===== src/rtl/hazard_scoreboard.sv =====
// rtl/hazard_scoreboard.sv - load-use hazard detector with multi-cycle stall hold and stall statistics
module hazard_scoreboard #(
    parameter int ADDR_W   = 5,
    parameter int LOAD_LAT = 1,
    parameter int STAT_W   = 16
) (
    input  logic              clk,
    input  logic              rst,
    input  logic [ADDR_W-1:0] Rs_addr,
    input  logic [ADDR_W-1:0] Rt_addr,
    input  logic              Rs_used,
    input  logic              Rt_used,
    input  logic [ADDR_W-1:0] Rt_addr_IE,
    input  logic              MemRead_IE,
    input  logic              Flush,
    output logic              stall,
    output logic              IF_ID_Write,
    output logic              PCWrite,
    output logic [3:0]        stall_cnt,
    output logic [STAT_W-1:0] stall_total
);

    typedef enum logic {
        IDLE = 1'b0,
        HOLD = 1'b1
    } state_t;

    // The first bubble is issued combinationally from IDLE, so HOLD covers the rest.
    localparam logic [3:0] HOLD_INIT = 4'(LOAD_LAT - 1);

    state_t      state;
    state_t      state_nxt;
    logic [3:0]  cnt_nxt;
    logic        hit;

    assign hit = MemRead_IE && (Rt_addr_IE != '0) &&
                 ((Rs_used && (Rt_addr_IE == Rs_addr)) ||
                  (Rt_used && (Rt_addr_IE == Rt_addr)));

    // State and remaining-stall counter register.
    always_ff @(posedge clk) begin
        if (rst) begin
            state     <= IDLE;
            stall_cnt <= 4'd0;
        end else begin
            state     <= state_nxt;
            stall_cnt <= cnt_nxt;
        end
    end

    // Next-state and stall decode; reset and flush both release the pipeline immediately.
    always_comb begin
        state_nxt = state;
        cnt_nxt   = stall_cnt;
        stall     = 1'b0;
        if (rst) begin
            state_nxt = IDLE;
            cnt_nxt   = 4'd0;
        end else if (Flush) begin
            state_nxt = IDLE;
            cnt_nxt   = 4'd0;
        end else if (state == HOLD) begin
            stall = 1'b1;
            if (stall_cnt <= 4'd1) begin
                state_nxt = IDLE;
                cnt_nxt   = 4'd0;
            end else begin
                cnt_nxt = stall_cnt - 4'd1;
            end
        end else if (hit) begin
            stall = 1'b1;
            if (LOAD_LAT > 1) begin
                state_nxt = HOLD;
                cnt_nxt   = HOLD_INIT;
            end
        end
    end

    assign IF_ID_Write = !stall;
    assign PCWrite     = !stall;

    // Saturating count of cycles in which a bubble was inserted.
    always_ff @(posedge clk) begin
        if (rst) begin
            stall_total <= '0;
        end else if (stall && (stall_total != {STAT_W{1'b1}})) begin
            stall_total <= stall_total + 1'b1;
        end
    end

endmodule


===== config.mk =====
export PLATFORM = sky130hd
export DESIGN_NAME = hazard_scoreboard
export DESIGN_NICKNAME = d
export VERILOG_FILES = /design/src/rtl/hazard_scoreboard.sv
export SDC_FILE = /design/constraint.sdc
export NUM_CORES = 1
export LEC_CHECK = 0
export ABC_CLOCK_PERIOD_IN_PS = 3100
export CORE_AREA = 10 10 64 66
export DETAILED_ROUTE_END_ITERATION = 8
export DIE_AREA = 0 0 74 76
export GPL_TIMING_DRIVEN = 0
export PLACE_DENSITY = 0.85
export SLEW_MARGIN = 5
export SYNTH_ARGS = -nofsm -noshare
export SYNTH_HDL_FRONTEND = slang
export SYNTH_SLANG_ARGS = --single-unit

===== constraint.sdc =====
create_clock -name clk -period 3.1 [get_ports clk]
set_input_delay 0.93 -clock clk [delete_from_list [all_inputs] [get_ports clk]]
set_output_delay 0.93 -clock clk [all_outputs]
set_load 0.02 [all_outputs]

After elaboration in Yosys (flattened, before gate mapping)
Index checks and enable logic that the tools add are counted.
Storage, ports and cells
  register bits: 21
  latch bits: 0
  RAM bits: 0
  memory bits (read-only): 0
  input bits: 21
  output and inout bits: 23
  word-level logic and storage cells: 26
  memories kept: 0
Operators by class
  add/subtract/negate cells: 2
  multipliers: 0
  div/mod/pow operators: 0
  $lt $le $gt $ge: 1
  equality and inequality tests: 3
  shift operators: 0
  muxes and demuxes: 6
  bitwise operators: 1
  reductions and logical operators: 10
Operator list (number)
  $add 16x1->16 const B: 1
  $ne 16x16->1 const B: 1
  $eq 5x5->1: 2
  $logic_and 1x1->1: 5
  $mux 1: 5
  $reduce_bool 5->1: 1
  $le 4x1->1 const B: 1
  $mux 4: 1
  $sub 4x1->4 const B: 1
  $reduce_or 3->1: 1
  $reduce_or 2->1: 1
  $logic_not 1->1: 1
  $logic_or 1x1->1: 1
  $not 1->1: 1

Longest topological paths before layout
Gate-level depths: netlist of the first run.
  depth in word-level cells: 9
  depth in mapped cells: 9

Worst setup path before layout of the first run
Ideal clock, no wire load.
  path type: input -> output
  start point: in Rt_addr_IE[1]
  end point: out PCWrite
  arrival: 2.591 ns
  data required time: 2.170 ns
  setup slack: -0.421 ns
  stages on the path: 6
  buffers on the path: 1
  path through: xnor2_1 nand4_1 o22a_1 o21ai_0 inv_1 buf_4
On the way
  longest elaborated chain between the ends: 9
  elaborated cells on any way between the ends: 13
  those cells by class: eq/ne: 2; mux: 4; reduce/logical: 7
RTL lines
  start: declaration: RTL line 13  | input logic [ADDR_W-1:0] Rt_addr_IE,
  $eq 5x5->1 (on tied branches): RTL line 37, 38
  $logic_and 1x1->1 (on tied branches): RTL line 37, 38
  $logic_or 1x1->1: RTL line 37  | ((Rs_used && (Rt_addr_IE == Rs_addr)) ||
  $logic_and 1x1->1 (*): RTL line 36  | assign hit = MemRead_IE && (Rt_addr_IE != '0) &&
  $mux 1 (*): RTL line 70  | end else if (hit) begin
  $mux 1 (*): RTL line 62  | end else if (state == HOLD) begin
  $mux 1 (*): RTL line 59  | end else if (Flush) begin
  $mux 1 (*): RTL line 56  | if (rst) begin
  via stall: RTL line 16  | output logic stall,
  $logic_not 1->1 (*)
  end: declaration: RTL line 18  | output logic PCWrite,
Mark *: on every way through the listed nets, which the timed path passes. The rest lies on a longest branch.

Final worst setup path of the first run
  start point: in Rt_addr_IE[2]
  end point: out stall
On the way
  longest elaborated chain between the ends: 8
  elaborated cells on any way between the ends: 12
  those cells by class: eq/ne: 2; mux: 4; reduce/logical: 6
RTL lines (RTL line)
  $eq 5x5->1 (on tied branches): 37, 38
  $logic_and 1x1->1 (on tied branches): 37, 38
  $logic_or 1x1->1: 37
  $logic_and 1x1->1 (*): 36
  $mux 1 (*): 70
  $mux 1 (*): 62
  $mux 1 (*): 59
  $mux 1 (*): 56
  end: declaration: 16
Every way passes the cells marked *; elsewhere a longest branch is shown, timed or not.

==> results.md, run 1 <==
* Status: completed
* Syn avg cell area at 8.55 µm²
* Avg WL per Cell at about 15 µm
* Syn Nets at between 150 and 200
* 1st-pass router iterations at 6
* Pin count of the biggest net entering global routing at 12
* Arr. time, crit path at between 2 and 2.5 ns
* Drt drc at 0
* RSZ-0062 raised after global routing: false
* Vias in the first global route at 1142
* I/O Pins at 44
* Fillcell total at around 260
* Dpl hpwl at 2.76 mm
* CP Max Fanout at 3
* Via count at 1192
* CTS H-tree lvls at 1
* CTS tree: built
* Crit end category: output pin
* Final Hold Viols at 0
* Placement Rows at 20
* Max stage delay cell, worst path: or4_4
* Crit path kind: input port to output pin
* Vias/cell at about 5.3
* CTS Buffer Depth at 2
* Initial core utilization at roughly 41%
* Clk Latency, worst-skew pair at 0.30 ns
* Port Buffers at 42
* Worst VDD drop at 0.256 mV
* Final net count at approximately 220
* Worst Hold Slack at ~0.52 ns
* Final period util at a little over nine tenths
* Die W at ~74 µm
* Leak pwr at about 0.00062 µW
* Worst-path cell chain: buf_8 -> or4_4 -> o211ai_2 -> o21ai_2 -> clkdlybuf4s15_2
* Synth Area in Simple Gates at between 20 and 30%
* Synth warn at 0
* Worst Skew at 0.00768 ns
* EDFF count, synth at 0
* Final Setup Violations at 0
* Synth-to-layout area growth at 43.4%
* Iteration-0 DRC Markers at 38
* Max Cap Violations at 0
* Post-synthesis cell count at 142
* Yosys reg bits at 21
* Die Area at around 5600 µm²
* Pwr Total at around 460 µW
* Antenna violations before repair at 0
* Yosys cell types at 37
* Clk pin slew, worst setup/hold paths at about 0.11 ns
* CP startpoint kind: input port
* ANT cells at 0
* Worst r2r dst: stall_total[1]$_SDFFE_PP0P_
* Slowest stage delay, CP at ~0.53 ns
* CTS buffer count at 3
* Die Span Y at approximately 76 µm
* Worst setup startpoint: Rt_addr_IE[2]
* Clock period minus worst slack at 3.05 ns
* Hold WC Path Type: flop to flop
* Main combinational cell family by area after synthesis: simple AND/OR/NAND/NOR gates
* Clk root buf: clkbuf_4
* Portion of netlist area occupied by mux cells at under 10%
* Fraction of registers with async set/reset at 0%
* Fmax at ~0.33 GHz
* CP endpoint: stall
* Fin Setup TNS at 0 ns
* Synth Area in XOR/XNOR at between 10% and 20%
* Crit path required time at 2.17 ns
* Core Util, Final at 59.4%
* Core footprint at approximately 3000 µm²
* Mapped Area at about 1200 µm²
* Cts hold-fix bufs at 0
* Gr ovfl total at 0
* Antenna-violating nets left at 0
* Slew @ Worst Pin at ~0.45 ns
* Cell taking the most area after synthesis: dfxtp_1
* Reg2reg start: stall_total[0]$_SDFFE_PP0P_
* Top_reg_cell synth: dfxtp_1
* GRT Util Overall at 11.9%
* Seq/Total Area, Yosys at approximately a third
* Worst R2R Path Depth at 9
* First-pass GRT wire length at between 5 and 6 mm
* Cell Pwr Density at roughly 260 nW/µm²
* WL final at between 3 and 4 mm
* Pins Over Slew Limit at 0
* Slew HR at 69.8%
* Synth Area in Adders at ~3.1%
* Largest cells by area after synthesis: dfxtp_1 35%, xnor2_1 8.7%, o31ai_1 4.3%, or4_1 4.3%, a21oi_1 4.1%
* Synth top area share at 34.6%
* R2R Setup Slk at roughly 0.98 ns
* Clk sinks at 21
* Synth Area in Compound Gates at between 15 and 20%
* Layout cells sized above 1 at 20.9%
* GPL Wtd Cong at roughly 0.8
## layer usage
layer / part of all wire [%] / routed length (µm) / global-route usage [%]
met3: 3.9 / 131 / 2.60
met2: 54 / 1830 / 20.9
met5: 0 / 0 / 0
met4: 1.3 / 42 / 4.48
met1: 40 / 1350 / 13.1
## metrics by stage
stage,worst slack (ns),std cells,instance area (µm²)
6_report,0.0509,224,1740
5_1_grt,0.0109,224,1740
4_1_cts,-0.00334,223,1730
3_5_place_dp,-0.913,217,1680
3_3_place_gp,-0.895,217,1680
2_1_floorplan,0.00941,142,1220
## cell type report
type                            instances  area, µm²  area share, %
Timing Repair Buffer                   46        424           24.4
Sequential cell                        21        420           24.2
Multi-Input combinational cell        109        759           43.6
Inverter                                6       22.5           1.29
Clock buffer                            4       26.3           1.51
Tap cell                               33       41.3           2.37
Buffer                                  5       46.3           2.66
## worst min path at each step
| stage | start | end | slack [ns] | cells after the start |
|---|---|---|---|---|
| 2_1_floorplan | stall_total[15]$_SDFFE_PP0P_ | stall_total[15]$_SDFFE_PP0P_ | 0.54 | 1 |
| 3_3_place_gp | stall_total[15]$_SDFFE_PP0P_ | stall_total[15]$_SDFFE_PP0P_ | 0.47 | 1 |
| 3_5_place_dp | stall_total[9]$_SDFFE_PP0P_ | stall_total[9]$_SDFFE_PP0P_ | 0.50 | 2 |
| 4_1_cts | stall_total[13]$_SDFFE_PP0P_ | stall_total[13]$_SDFFE_PP0P_ | 0.52 | 2 |
| 5_1_grt | stall_total[13]$_SDFFE_PP0P_ | stall_total[13]$_SDFFE_PP0P_ | 0.55 | 2 |
| 6_report | stall_total[14]$_SDFFE_PP0P_ | stall_total[14]$_SDFFE_PP0P_ | 0.52 | 2 |
## critical path, delay by kind of cell
kind / cells / cell delay (ns)
AO/OA/AOI/OAI: 2 / 0.29
buffers and inverters: 2 / 0.37
AND/OR/NAND/NOR: 1 / 0.53
## registers in the layout, indices dropped and copies added (netlist names)
register     cells
stall_cnt        4
stall_total     16
state            1
## power breakdown
part	internal (µW)	switching (µW)
combinational	35.3	26.4
clock	50.1	78.5
sequential	270	0.121
## cell families after synthesis
logic type	after synthesis
flops	21
compound gates	27
fa+ha+maj	3
mux	2
simple gates	61
xor+xnor	16
buf+inv	12
## cells in the final DEF, fill, tap and decap left out, types with 5 or more instances in the layout
cell type	count
a21oi_1	10
buf_6	6
clkbuf_2	5
clkdlybuf4s50_1	21
dfxtp_1	21
inv_1	5
nand2_1	9
nand3_1	8
nor2_1	12
o31ai_1	7
or4_1	6
xnor2_1	8
## synth_stat cells (3+ instances only)
library cell	instances
nand3_1	8
nand4_1	4
inv_1	6
or3_1	3
nand2_1	11
xnor2_1	12
xor2_1	4
and3_1	3
dfxtp_1	21
nor2_1	12
a21oi_1	10
ha_1	3
o31ai_1	7
o21ai_0	4
or4_1	7
## what timing repair did
action / 4_1_cts / 5_1_grt
buffers inserted: 2 / 2
resized for setup: 64 / 16
pin swaps: 19 / 14
setup endpoints to repair: 3 / 3
cloned: 0 / 0
Note: power is estimated with default switching activity, not from simulation.
==> run 2, diff against run 1 <==
SETUP_SLACK_MARGIN = 0.05   (was default)
==> run 2 against run 1 <==
Global-route usage increased by 1.1 points. Count of clock-buffer cells in the layout decreased by 1. Core utilization increased by 2.9 points. Final cell count increased by 5.8%. Clock skew increased by 0.0010 ns. Non-clock buffer count increased by 13. Largest power group unchanged.
==> results.md, run 2 (same netlist as run 1, synthesis figures left out) <==
* Worst VDD drop at about 0.30 mV
* Dpl hpwl at between 2 and 3 mm
* Flip-flop count of the largest register after layout at 16
* Arr. time, crit path at roughly 2.1 ns
* CP Max Fanout at 3
* Register name with the most flops: stall_total
* CP startpoint kind: input port
* Pins Over Slew Limit at 0
* Area occupied by multi-input gates at 766 µm²
* CTS tree: built
* Antenna violations before repair at 0
* Most frequent cells in the layout: 21 x clkdlybuf4s50_1, 21 x dfxtp_1, 16 x buf_4
* Cell Pwr Density at about 270 nW/µm²
* Clk Latency, worst-skew pair at between 0.3 and 0.4 ns
* 1st-pass router iterations at 4
* Vias in the first global route at between 1000 and 1500
* Port Buffers at 42
* Fmax at between 0.3 and 0.4 GHz
* Hold WC Path Type: flop to flop
* Final net count at 229
* I/O Pins at 44
* Clock period minus worst slack at about 3.1 ns
* Via count at approximately 1300
* Clk pin slew, worst setup/hold paths at around 0.12 ns
* Initial core utilization at 41.5%
* Die W at 74 µm
* Avg WL per Cell at approximately 16 µm
* Die Area at ~5600 µm²
* Status: completed
* CTS buffer count at 3
* GRT Util Overall at about an eighth
* Fillcell total at roughly 240
* Clk root buf: clkbuf_4
* Iteration-0 DRC Markers at 69
* Slew HR at roughly 70%
* Final period util at a little over nine tenths
* Final Setup Violations at 0
* Drt drc at 0
* Synth-to-layout area growth at 50.4%
* First-pass GRT wire length at around 6 mm
* Leak pwr at about 0.00067 µW
* Crit end category: output pin
* Max Cap Violations at 0
* Worst Skew at 0.00867 ns
* Core Util, Final at between 60 and 70%
* Count of non-filler cells in the finished layout at about 240
* Reg area at 420 µm²
* Die Span Y at approximately 76 µm
* Final design instance area without fill at about 1800 µm²
* Placed Area at between 1500 and 2000 µm²
* Pin count of the biggest net entering global routing at 13
* RSZ-0062 raised after global routing: true
* Clk sinks at 21
* CTS Buffer Depth at 2
* Vias/cell at around 5.5
* Crit path kind: input port to output pin
* ANT cells at 0
* Worst Hold Slack at slightly above 0.5 ns
* Crit path required time at around 2.2 ns
* Core footprint at around 2900 µm²
* Slew @ Worst Pin at 0.458 ns
* WL final at roughly 3.8 mm
* Placement Rows at 20
* CTS H-tree lvls at 1
* Pwr Total at roughly 480 µW
* Antenna-violating nets left at 0
* Cts hold-fix bufs at 0
* Largest regs: stall_total (16), stall_cnt (4), state (1)
* Gr ovfl total at 0
* Layout cells sized above 1 at approximately a quarter
* Placed Cells at approximately 220
* GPL Wtd Cong at around 0.80
* Final Hold Viols at 0
-- run 2: cell types whose count changed in the layout (fill, tap and decap cells not counted), moves of 2 or more --
cell,previous run,this run
buf_2,4,7
xnor2_1,8,10
xnor2_2,4,2
clkbuf_2,5,7
buf_4,4,16
buf_6,6,4
-- run 2: per-stage QoR --
step	setup WS (ns)	TNS [ns]
after floorplan	0.0805	0
after global placement	-0.868	-2.36
after detailed placement	-0.908	-2.51
after CTS	0.0153	0
after global routing	0.00436	0
final	0.0440	0
-- run 2: path summary, 6_finish.rpt --
check,startpoint,endpoint,slack [ns],cells after the start
hold reg to reg,stall_total[9]$_SDFFE_PP0P_,stall_total[9]$_SDFFE_PP0P_,0.51,2
hold / removal,stall_total[9]$_SDFFE_PP0P_,stall_total[9]$_SDFFE_PP0P_,0.51,2
setup reg to reg,stall_total[0]$_SDFFE_PP0P_,stall_total[1]$_SDFFE_PP0P_,1.00,9
setup / recovery,Rt_addr_IE[1],PCWrite,0.04,7
-- run 2: per-layer routing --
| metal | global-route usage [%] | up-vias | share of wire [%] |
|---|---|---|---|
| met5 | 0 | - | 0 |
| met4 | 4.66 | 0 | 2.1 |
| met3 | 3.13 | 7 | 5.6 |
| met2 | 23.2 | 41 | 55 |
| met1 | 13.9 | 603 | 37 |
| li1 | - | 642 | - |
-- run 2: worst max-delay path: stages --
cell and delay (ns):
buf_8 0.10, or4_4 0.54, o211ai_4 0.19, o21ai_2 0.10, inv_2 0.07, buf_6 0.08
buf_6 0.10
-- run 2: final cells by class --
| type | instances | share of cell area, % |
|---|---|---|
| buffer | 6 | 3.15 |
| inverter | 6 | 1.23 |
| multi-input combinational | 109 | 41.9 |
| timing repair buffer | 58 | 26.9 |
| sequential | 21 | 23.0 |
| clock inverter | 1 | 0.274 |
| clock buffer | 3 | 1.23 |
| tap | 33 | 2.26 |
-- run 2: timing repair --
action                     4_1_cts  5_1_grt
setup buffers                   14        2
pin swaps                       19       17
resized for setup               64       17
setup endpoints to repair        3       12
-- run 2: where the power goes --
group | internal (µW) | switching (µW)
Sequential | 270 | 0.112
Combinational | 45.2 | 32.3
Clock | 48.2 | 88.9
==> run 3, diff against run 2 <==
SETUP_SLACK_MARGIN = 0.4   (was 0.05)
==> run 3 against run 2 <==
The run now ends with negative setup slack left. Hold slack got worse by 0.0014 ns. Die area unchanged. Non-clock buffer count increased by 13. Worst setup slack got worse by 0.13 ns. Global-route usage increased by 0.83 points. Sequential power about the same. Via count increased by 12%. Largest cell class unchanged. Critical path depth increased by 1.
==> results.md, run 3 (same netlist as run 1, synthesis figures left out) <==
* Drt drc at 0
* Count of non-filler cells in the finished layout at 250
* I/O Pins at 44
* Clk pin slew, worst setup/hold paths at between 0.1 and 0.15 ns
* Core footprint at just under 3000 µm²
* Worst VDD drop at about 0.23 mV
* Slew @ Worst Pin at 0.537 ns
* CTS tree: built
* Clk sinks at 21
* Final Hold Viols at 0
* Vias/cell at 5.77
* Initial core utilization at between 40% and 50%
* Most frequent cells in the layout: 22 x clkdlybuf4s50_1, 21 x dfxtp_1, 19 x buf_4
* Crit path required time at 2.17 ns
* R2R Setup Slk at 0.89 ns
* Dpl hpwl at 2.70 mm
* CTS H-tree lvls at 1
* Fillcell total at 201
* Dpl ws at -0.884 ns
* Crit end category: output pin
* Max Cap Violations at 0
* Port Buffers at 42
* Clock period minus worst slack at around 3.2 ns
* Flip-flop count of the largest register after layout at 16
* Slew HR at between 60 and 70%
* Die W at between 70 and 80 µm
* Placed Cells at between 200 and 250
* Die Area at between 5000 and 6000 µm²
* GPL Wtd Cong at approximately 0.73
* 1st-pass router iterations at 4
* CTS Buffer Depth at 2
* Worst Skew at 0.00191 ns
* Largest regs: stall_total (16), stall_cnt (4), state (1)
* WL final at 4.58 mm
* RSZ-0062 raised after global routing: true
* Antenna-violating nets left at 0
* CP startpoint kind: input port
* Die Span Y at around 76 µm
* Leading cell type in the layout, fill and taps excluded: clkdlybuf4s50_1
* Hold WC Path Type: flop to flop
* Register name with the most flops: stall_total
* Cell Pwr Density at about 240 nW/µm²
* Via count at between 1000 and 1500
* Worst r2r dst: stall_total[1]$_SDFFE_PP0P_
* Avg WL per Cell at approximately 18 µm
* Pwr Total at a little over 500 µW
* Leak pwr at 0.000798 µW
* Worst min-delay path startpoint: stall_total[15]$_SDFFE_PP0P_
* Placement Rows at 20
* WHS Path Cells at 1
* Final design instance area without fill at 2110 µm²
* Pins Over Slew Limit at 0
* Reg2reg start: stall_total[0]$_SDFFE_PP0P_
* Failing checks: negative setup slack
* Clk root buf: clkbuf_4
* ANT cells at 0
* Placed Area at 1700 µm²
* Iteration-0 DRC Markers at between 100 and 150
* Setup ws final at -0.0851 ns
* Arr. time, crit path at approximately 2.3 ns
* Crit path kind: input port to output pin
* Gr ovfl total at 0
* CTS buffer count at 3
* Pin count of the biggest net entering global routing at 12
* Fmax at 0.314 GHz
* CP Max Fanout at 3
* Final Setup Violations at 2
* Final period util at 103%
* Vias in the first global route at around 1400
* Synth-to-layout area growth at 74.0%
* Antenna violations before repair at 0
* Fin Setup TNS at -0.137 ns
* Clk Latency, worst-skew pair at around 0.31 ns
* Final net count at 242
* GRT Util Overall at approximately 14%
* Layout cells sized above 1 at between 30% and 40%
* Worst R2R Path Depth at 9
* Hold endpoint: stall_total[15]$_SDFFE_PP0P_
* First-pass GRT wire length at between 6 and 7 mm
* Status: finished, violations left
==> run 3: where the power goes <==
| part | total (µW) | internal, µW | leakage, µW | switching [µW] |
|---|---|---|---|---|
| Sequential | 270 | 270 | 0.000169 | 0.155 |
| Clock | 139 | 50.4 | 0.0000150 | 88.5 |
| Combinational | 102 | 60.6 | 0.000614 | 41.7 |
| Total | 511 | 381 | 0.000798 | 130 |
==> run 3: per-stage QoR <==
step / util (%) / hold WS [ns]
global placement: 58.0 / 0.466
CTS: 64.3 / 0.507
global route: 72.1 / 0.535
finish: 72.1 / 0.512
floorplan: - / 0.543
detailed placement: 58.0 / 0.486
==> run 3: how the worst max path moves through the flow <==
stage / slack, ns / start / endpoint / cells past startpoint
after global placement: -0.87 / Rt_addr_IE[1] / PCWrite / 7
final: -0.09 / Rt_addr_IE[0] / PCWrite / 8
after CTS: 0.03 / Rt_addr_IE[4] / PCWrite / 7
after detailed placement: -0.88 / Rt_addr_IE[1] / PCWrite / 7
after floorplan: 0.11 / Rt_addr_IE[1] / PCWrite / 5
after global routing: -0.14 / Rt_addr_IE[0] / PCWrite / 8
==> run 3: routing by layer <==
metal,share of wire (%),global-route usage (%),routed length (µm)
met2,53,24.5,2440
met4,2.9,6.53,133
met1,36,14.1,1670
met5,0,0,0
met3,7.2,3.78,330
==> run 3: cell type report <==
cell class,count,area [µm²],area share [%]
multi-input cells,109,883,41.8
repair buffers,71,656,31.0
flip-flops and latches,21,420,19.9
plain buffers,6,62.6,2.96
well taps,33,41.3,1.95
clock buffers,4,26.3,1.24
inverters,6,22.5,1.07
==> run 3: critical path, stage by stage <==
cell and delay [ns]:
clkdlybuf4s15_2 0.23, xnor2_1 0.21, nand2_1 0.13, o22a_1 0.28, o21ai_4 0.18, inv_2 0.07
buf_6 0.11, buf_6 0.12
==> run 3: repair_timing <==
item,in CTS,in global routing
endpoints found under the hold margin,0,0
endpoints found under the setup margin,11,17
setup buffers,23,5
hold buffers,0,0
cloned,0,1
resized for setup,54,56
pin swaps,16,25
